<file path="config.mk">
export PLATFORM = sky130hd
export DESIGN_NAME = pipeline_ctrl
export DESIGN_NICKNAME = d
export VERILOG_FILES = /design/src/rtl/pipeline_ctrl.sv
export SDC_FILE = /design/constraint.sdc
export NUM_CORES = 1
export LEC_CHECK = 0
export ABC_CLOCK_PERIOD_IN_PS = 7150
export CELL_PAD_IN_SITES_DETAIL_PLACEMENT = 0
export CELL_PAD_IN_SITES_GLOBAL_PLACEMENT = 2
export CORE_UTILIZATION = 27
export CTS_CLUSTER_SIZE = 28
export DETAILED_ROUTE_END_ITERATION = 8
export PLACE_DENSITY_LB_ADDON = 0.1
export SLEW_MARGIN = 0
export SYNTH_ARGS = -nofsm -noshare
export SYNTH_HDL_FRONTEND = slang
export SYNTH_SLANG_ARGS = --single-unit
</file>
<file path="constraint.sdc">
create_clock -name clk -period 7.15 [get_ports clk]
set_input_delay 1.7875 -clock clk [delete_from_list [all_inputs] [get_ports clk]]
set_output_delay 1.7875 -clock clk [all_outputs]
set_load 0.02 [all_outputs]
</file>
<file path="src/rtl/pipeline_ctrl.sv">
// Pipeline controller: per-stage stall/flush, control registers, exception entry and EXRT return.
// Define PIPELINE_CTRL_IRQ_EN to enable the external interrupt path (IRQ_MASK/IRQ_PENDING).
`ifndef CtrlOp
`define CtrlOp             1:0
`define CTRL_OP_NOP        2'h0
`define CTRL_OP_WRCR       2'h1
`define CTRL_OP_EXRT       2'h2
`endif
`ifndef IsaExp
`define IsaExp             2:0
`define ISA_EXP_NO_EXP     3'h0
`define ISA_EXP_EXT_INT    3'h1
`define ISA_EXP_UNDEF_INSN 3'h2
`define ISA_EXP_OVERFLOW   3'h3
`define ISA_EXP_MISS_ALIGN 3'h4
`define ISA_EXP_TRAP       3'h5
`define ISA_EXP_PRV_VIO    3'h6
`endif
`ifndef CPU_KERNEL_MODE
`define CPU_KERNEL_MODE    1'b0
`define CPU_USER_MODE      1'b1
`endif

module pipeline_ctrl #(
    parameter int          IRQ_W       = 8,
    parameter logic [29:0] EXP_VEC_RST = 30'h0
) (
    input  logic             clk,
    input  logic             reset,
    input  logic [IRQ_W-1:0] irq,
    input  logic             mem_busy,
    input  logic             ld_hazard,
    input  logic             mem_en,
    input  logic [29:0]      mem_pc,
    input  logic             mem_br_flag,
    input  logic [`CtrlOp]   mem_ctrl_op,
    input  logic [`IsaExp]   mem_exp_code,
    input  logic [4:0]       mem_creg_addr,
    input  logic [31:0]      mem_out,
    input  logic [4:0]       creg_rd_addr,
    output logic [31:0]      creg_rd_data,
    output logic             exe_mode,
    output logic             if_stall,
    output logic             id_stall,
    output logic             ex_stall,
    output logic             mem_stall,
    output logic             if_flush,
    output logic             id_flush,
    output logic             ex_flush,
    output logic             mem_flush,
    output logic [29:0]      new_pc
);
    localparam logic [4:0] CREG_STATUS      = 5'd0;
    localparam logic [4:0] CREG_PRE_STATUS  = 5'd1;
    localparam logic [4:0] CREG_EXP_CODE    = 5'd2;
    localparam logic [4:0] CREG_EXP_VECTOR  = 5'd3;
    localparam logic [4:0] CREG_EPC         = 5'd4;
    localparam logic [4:0] CREG_IRQ_MASK    = 5'd5;
    localparam logic [4:0] CREG_IRQ_PENDING = 5'd6;

    logic           int_en, mode, pre_int_en, pre_mode;
    logic [`IsaExp] exp_code;
    logic [29:0]    exp_vector, epc;
    logic           live, irq_hit, exc_hit, int_hit, exrt_hit, wrcr_hit, wr_ok, redirect;

`ifdef PIPELINE_CTRL_IRQ_EN
    logic [IRQ_W-1:0] irq_mask;
    assign irq_hit = int_en && |(irq & ~irq_mask);
`else
    logic unused_irq;
    assign unused_irq = ^irq;
    assign irq_hit    = 1'b0;
`endif

    // Events are only taken from a valid, non-waiting MEM instruction.
    assign live     = !reset && mem_en && !mem_busy;
    assign exc_hit  = live && (mem_exp_code != `ISA_EXP_NO_EXP);
    assign int_hit  = live && !exc_hit && irq_hit;
    assign exrt_hit = live && !exc_hit && !irq_hit && (mem_ctrl_op == `CTRL_OP_EXRT);
    assign wrcr_hit = live && !exc_hit && !irq_hit && (mem_ctrl_op == `CTRL_OP_WRCR);
    assign redirect = exc_hit || int_hit || exrt_hit;
    assign exe_mode = mode;

    always_comb begin
        wr_ok = 1'b0;
        if (wrcr_hit) begin
            case (mem_creg_addr)
                CREG_STATUS, CREG_PRE_STATUS, CREG_EXP_VECTOR, CREG_EPC: wr_ok = 1'b1;
`ifdef PIPELINE_CTRL_IRQ_EN
                CREG_IRQ_MASK: wr_ok = 1'b1;
`endif
                default: wr_ok = 1'b0;
            endcase
        end
    end

    // Vector and EPC are word addresses; they read back as byte addresses.
    always_comb begin
        creg_rd_data = 32'h0;
        case (creg_rd_addr)
            CREG_STATUS:      creg_rd_data = {30'h0, int_en, mode};
            CREG_PRE_STATUS:  creg_rd_data = {30'h0, pre_int_en, pre_mode};
            CREG_EXP_CODE:    creg_rd_data = {29'h0, exp_code};
            CREG_EXP_VECTOR:  creg_rd_data = {exp_vector, 2'b00};
            CREG_EPC:         creg_rd_data = {epc, 2'b00};
`ifdef PIPELINE_CTRL_IRQ_EN
            CREG_IRQ_MASK:    creg_rd_data[IRQ_W-1:0] = irq_mask;
            CREG_IRQ_PENDING: creg_rd_data[IRQ_W-1:0] = irq;
`endif
            default:          creg_rd_data = 32'h0;
        endcase
        if (wr_ok && (mem_creg_addr == creg_rd_addr)) begin
            creg_rd_data = mem_out;
        end
    end

    always_comb begin
        if_stall  = 1'b0;
        id_stall  = 1'b0;
        ex_stall  = 1'b0;
        mem_stall = 1'b0;
        if_flush  = 1'b0;
        id_flush  = 1'b0;
        ex_flush  = 1'b0;
        mem_flush = 1'b0;
        new_pc    = 30'h0;
        if (!reset) begin
            if (mem_busy) begin
                if_stall  = 1'b1;
                id_stall  = 1'b1;
                ex_stall  = 1'b1;
                mem_stall = 1'b1;
            end else if (redirect) begin
                if_flush  = 1'b1;
                id_flush  = 1'b1;
                ex_flush  = 1'b1;
                mem_flush = 1'b1;
                new_pc    = exrt_hit ? epc : exp_vector;
            end else if (ld_hazard) begin
                if_stall = 1'b1;
                id_stall = 1'b1;
                id_flush = 1'b1;
            end
        end
    end

    always_ff @(posedge clk) begin
        if (reset) begin
            mode       <= `CPU_KERNEL_MODE;
            int_en     <= 1'b0;
            pre_mode   <= 1'b0;
            pre_int_en <= 1'b0;
            exp_code   <= `ISA_EXP_NO_EXP;
            exp_vector <= EXP_VEC_RST;
            epc        <= 30'h0;
`ifdef PIPELINE_CTRL_IRQ_EN
            irq_mask   <= '1;
`endif
        end else if (exc_hit || int_hit) begin
            exp_code   <= exc_hit ? mem_exp_code : `ISA_EXP_EXT_INT;
            // A delay-slot instruction returns to its branch so the branch re-executes.
            epc        <= mem_br_flag ? (mem_pc - 30'd2) : (mem_pc - 30'd1);
            pre_mode   <= mode;
            pre_int_en <= int_en;
            mode       <= `CPU_KERNEL_MODE;
            int_en     <= 1'b0;
        end else if (exrt_hit) begin
            mode   <= pre_mode;
            int_en <= pre_int_en;
        end else if (wr_ok) begin
            case (mem_creg_addr)
                CREG_STATUS:     {int_en, mode} <= mem_out[1:0];
                CREG_PRE_STATUS: {pre_int_en, pre_mode} <= mem_out[1:0];
                CREG_EXP_VECTOR: exp_vector <= mem_out[31:2];
                CREG_EPC:        epc <= mem_out[31:2];
`ifdef PIPELINE_CTRL_IRQ_EN
                CREG_IRQ_MASK:   irq_mask <= mem_out[IRQ_W-1:0];
`endif
                default: ;
            endcase
        end
    end
endmodule

</file>
==> run metrics <==
Total Routing Usage GR 0.198; length of routed met2 wiring 7780 µm; CTS tree built; die height 131 µm; top sig layer met4; Detail Placement HPWL 11000 µm; Die Wd 131 µm; CTS Buf Count 9; Netlist cell types 53; Final Core Density 0.405; Relative slew margins 0.375; slowest stage delay, CP 0.66 ns; Root Driver clkbuf_16; Seq/Total Area, Yosys 0.297; Static Leak 2.16 nW; Cell Rows 46; routed vias/inst 5.16; vias in the first global route 4798; Slowest-stage cell, CP clkdlybuf4s50_1; port bufs 153; post-synth top area cell dfxtp_1; final slew viol count 0; EDFF count, synth 0; DR pass1 iterations 4; run status completed; fin crit period 6.45 ns; # DRC 0; Max FO, Critical Path 46; Final setup viols 0; WL per Instance 18.0 µm; max_cap viols 0; CP Launch Type primary input; wire length on met1 7650 µm; Post-Syn Area 4520 µm²; # IOs 162; YS warnings 0; Synth Net Count 681; Fmax 0.155 GHz; DRT antenna net count 0; cell mode on critical path clkdlybuf4s50_1; layout net count 804; Worst-path clk slew 0.05 ns; layout cells sized above 1 0.0615; Yosys top cell area share 0.297; Final GP Congestion 0.792; CTS max path bufs 2; hold_buf cts 0; WL final 16700 µm; critical-path cell list clkdlybuf4s50_1, or4b_1, nor3_1, nand3_2, buf_4, a21oi_1, clkdlybuf4s50_1; # resized after CTS 0; Clock Skew 0.00369 ns; worst vdd ir 0.108 mV; Fin. Hold Viols 0; insertion delay to the later sink of the worst-skew pair 0.33 ns; core area 16100 µm²; flop and latch count out of synthesis 67; Pwr per Cell Area 161 nW/µm²; CP required 5.36 ns; global-route wire length before repair 26700 µm; commonest non-fill, non-tap cell in the layout clkdlybuf4s50_1; Mapped Cells 587; Worst Setup Path Type in -> out; # Post-CTS Setup Buffers 0; FILL cells 1655; GR Overflow Total 0; commonest register cell after synthesis dfxtp_1; vias 4807; n_diodes 0; dominant cells by area after synthesis dfxtp_1 30%, a21oi_1 7.9%, a211oi_1 5.8%; Worst Tran Pin Value 0.925 ns; Initial Util 0.281; RSZ-0062 raised after global routing false; DR iter-0 viols 268; H-tree depth 3; fin crit share 0.902; most frequent cells in the layout 152 x clkdlybuf4s50_1, 71 x a21oi_1, 69 x nand2_1, 67 x dfxtp_1, 60 x nor2_1; initial antenna violation count 0; setup tns final 0 ns; async set or reset register ratio after synthesis 0; HP Class reg -> reg; Critical Path Sink Type output pin; area growth from synthesis to layout 44.5%; clk sinks 67; pin count of the biggest net entering global routing 72; met3 routed WL 1010 µm; mean area per synthesized cell 7.70 µm²; die area 17300 µm²; critical path arrival 4.66 ns
state kept, by name, summed over array words and instances (netlist names):
register    cells
pre_mode        1
int_en          1
exp_code        3
exp_vector     30
exe_mode        1
pre_int_en      1
epc            30
final timing paths:
| kind | startpoint | to | slack, ns | cells past startpoint |
|---|---|---|---|---|
| setup / recovery | mem_creg_addr[3] | creg_rd_data[11] | 0.70 | 7 |
| hold / removal | exp_code[0] | exp_code[0] | 0.46 | 2 |
| setup reg to reg | pre_mode | exe_mode | 6.20 | 2 |
| hold reg to reg | exp_code[0] | exp_code[0] | 0.46 | 2 |
Yosys cell counts, types with 2 or more instances:
| cell type | number |
|---|---|
| a22o_1 | 30 |
| nor2_1 | 62 |
| nand2b_1 | 2 |
| a21oi_1 | 71 |
| nand4_1 | 2 |
| o21ai_0 | 5 |
| buf_4 | 5 |
| buf_6 | 3 |
| or4b_1 | 2 |
| a211oi_1 | 35 |
| a2111oi_0 | 2 |
| nor3_1 | 12 |
| mux2i_1 | 22 |
| buf_2 | 4 |
| a22oi_1 | 31 |
| nor2b_1 | 16 |
| nor4_1 | 9 |
| xor2_1 | 13 |
| nand2_1 | 69 |
| inv_1 | 6 |
| dfxtp_1 | 67 |
| o31a_1 | 2 |
| a21o_1 | 6 |
| buf_1 | 2 |
| nand3_1 | 10 |
| nand3b_1 | 2 |
| and3_1 | 3 |
| a211oi_2 | 4 |
| and2b_1 | 4 |
| xnor2_1 | 18 |
| clkbuf_1 | 39 |
| or3_1 | 6 |
| ha_1 | 3 |
stage by stage:
stage | worst slack, ns | std cells | cell area [µm²] | power (mW) | hold slack [ns]
2_1_floorplan | 1.67 | 587 | 4520 | 0.461 | 0.436
3_5_place_dp | 0.726 | 915 | 6180 | 0.544 | 0.454
6_report | 0.700 | 931 | 6530 | 1.05 | 0.461
3_3_place_gp | 0.766 | 915 | 6180 | 0.543 | 0.451
5_1_grt | 0.573 | 931 | 6530 | 1.10 | 0.483
4_1_cts | 0.698 | 931 | 6530 | 1.06 | 0.462
metal layers:
metal  vias to the layer above  global-route usage
li1                       2376                   -
met1                      2245               0.248
met2                       168               0.334
met3                        18              0.0401
met4                         0              0.0678
met5                         -                   0
critical path, delay by kind of cell:
family,cells,cell delay [ns]
AOI/OAI and AO/OA,1,0.30
buffers and inverters,3,1.41
and+or+nand+nor,3,1.15
report_power, final:
group          switching [mW]  total, mW  internal (mW)
Combinational          0.0715      0.145         0.0740
Sequential            0.00708      0.391          0.383
Clock                   0.171      0.515          0.344
cell families (layout without fill, tap and decap cells):
kind of cell / Yosys count / in the layout / share of synthesized area
fa+ha+maj: 3 / 3 / 0.00830
simple gates: 212 / 212 / 0.229
compound gates: 191 / 191 / 0.291
buf+inv: 60 / 188 / 0.0637
xor+xnor: 31 / 31 / 0.0601
flops: 67 / 67 / 0.297
mux: 23 / 23 / 0.0512
layout make-up:
type	count	area (µm²)	area share
clock buffers	13	280	0.0429
inverters	6	22.5	0.00345
flip-flops and latches	67	1340	0.205
well taps	216	270	0.0414
repair buffers	166	1640	0.251
clock inverters	3	67.6	0.0103
multi-input cells	460	2910	0.446
No activity file was read; power rests on OpenSTA's default activity.
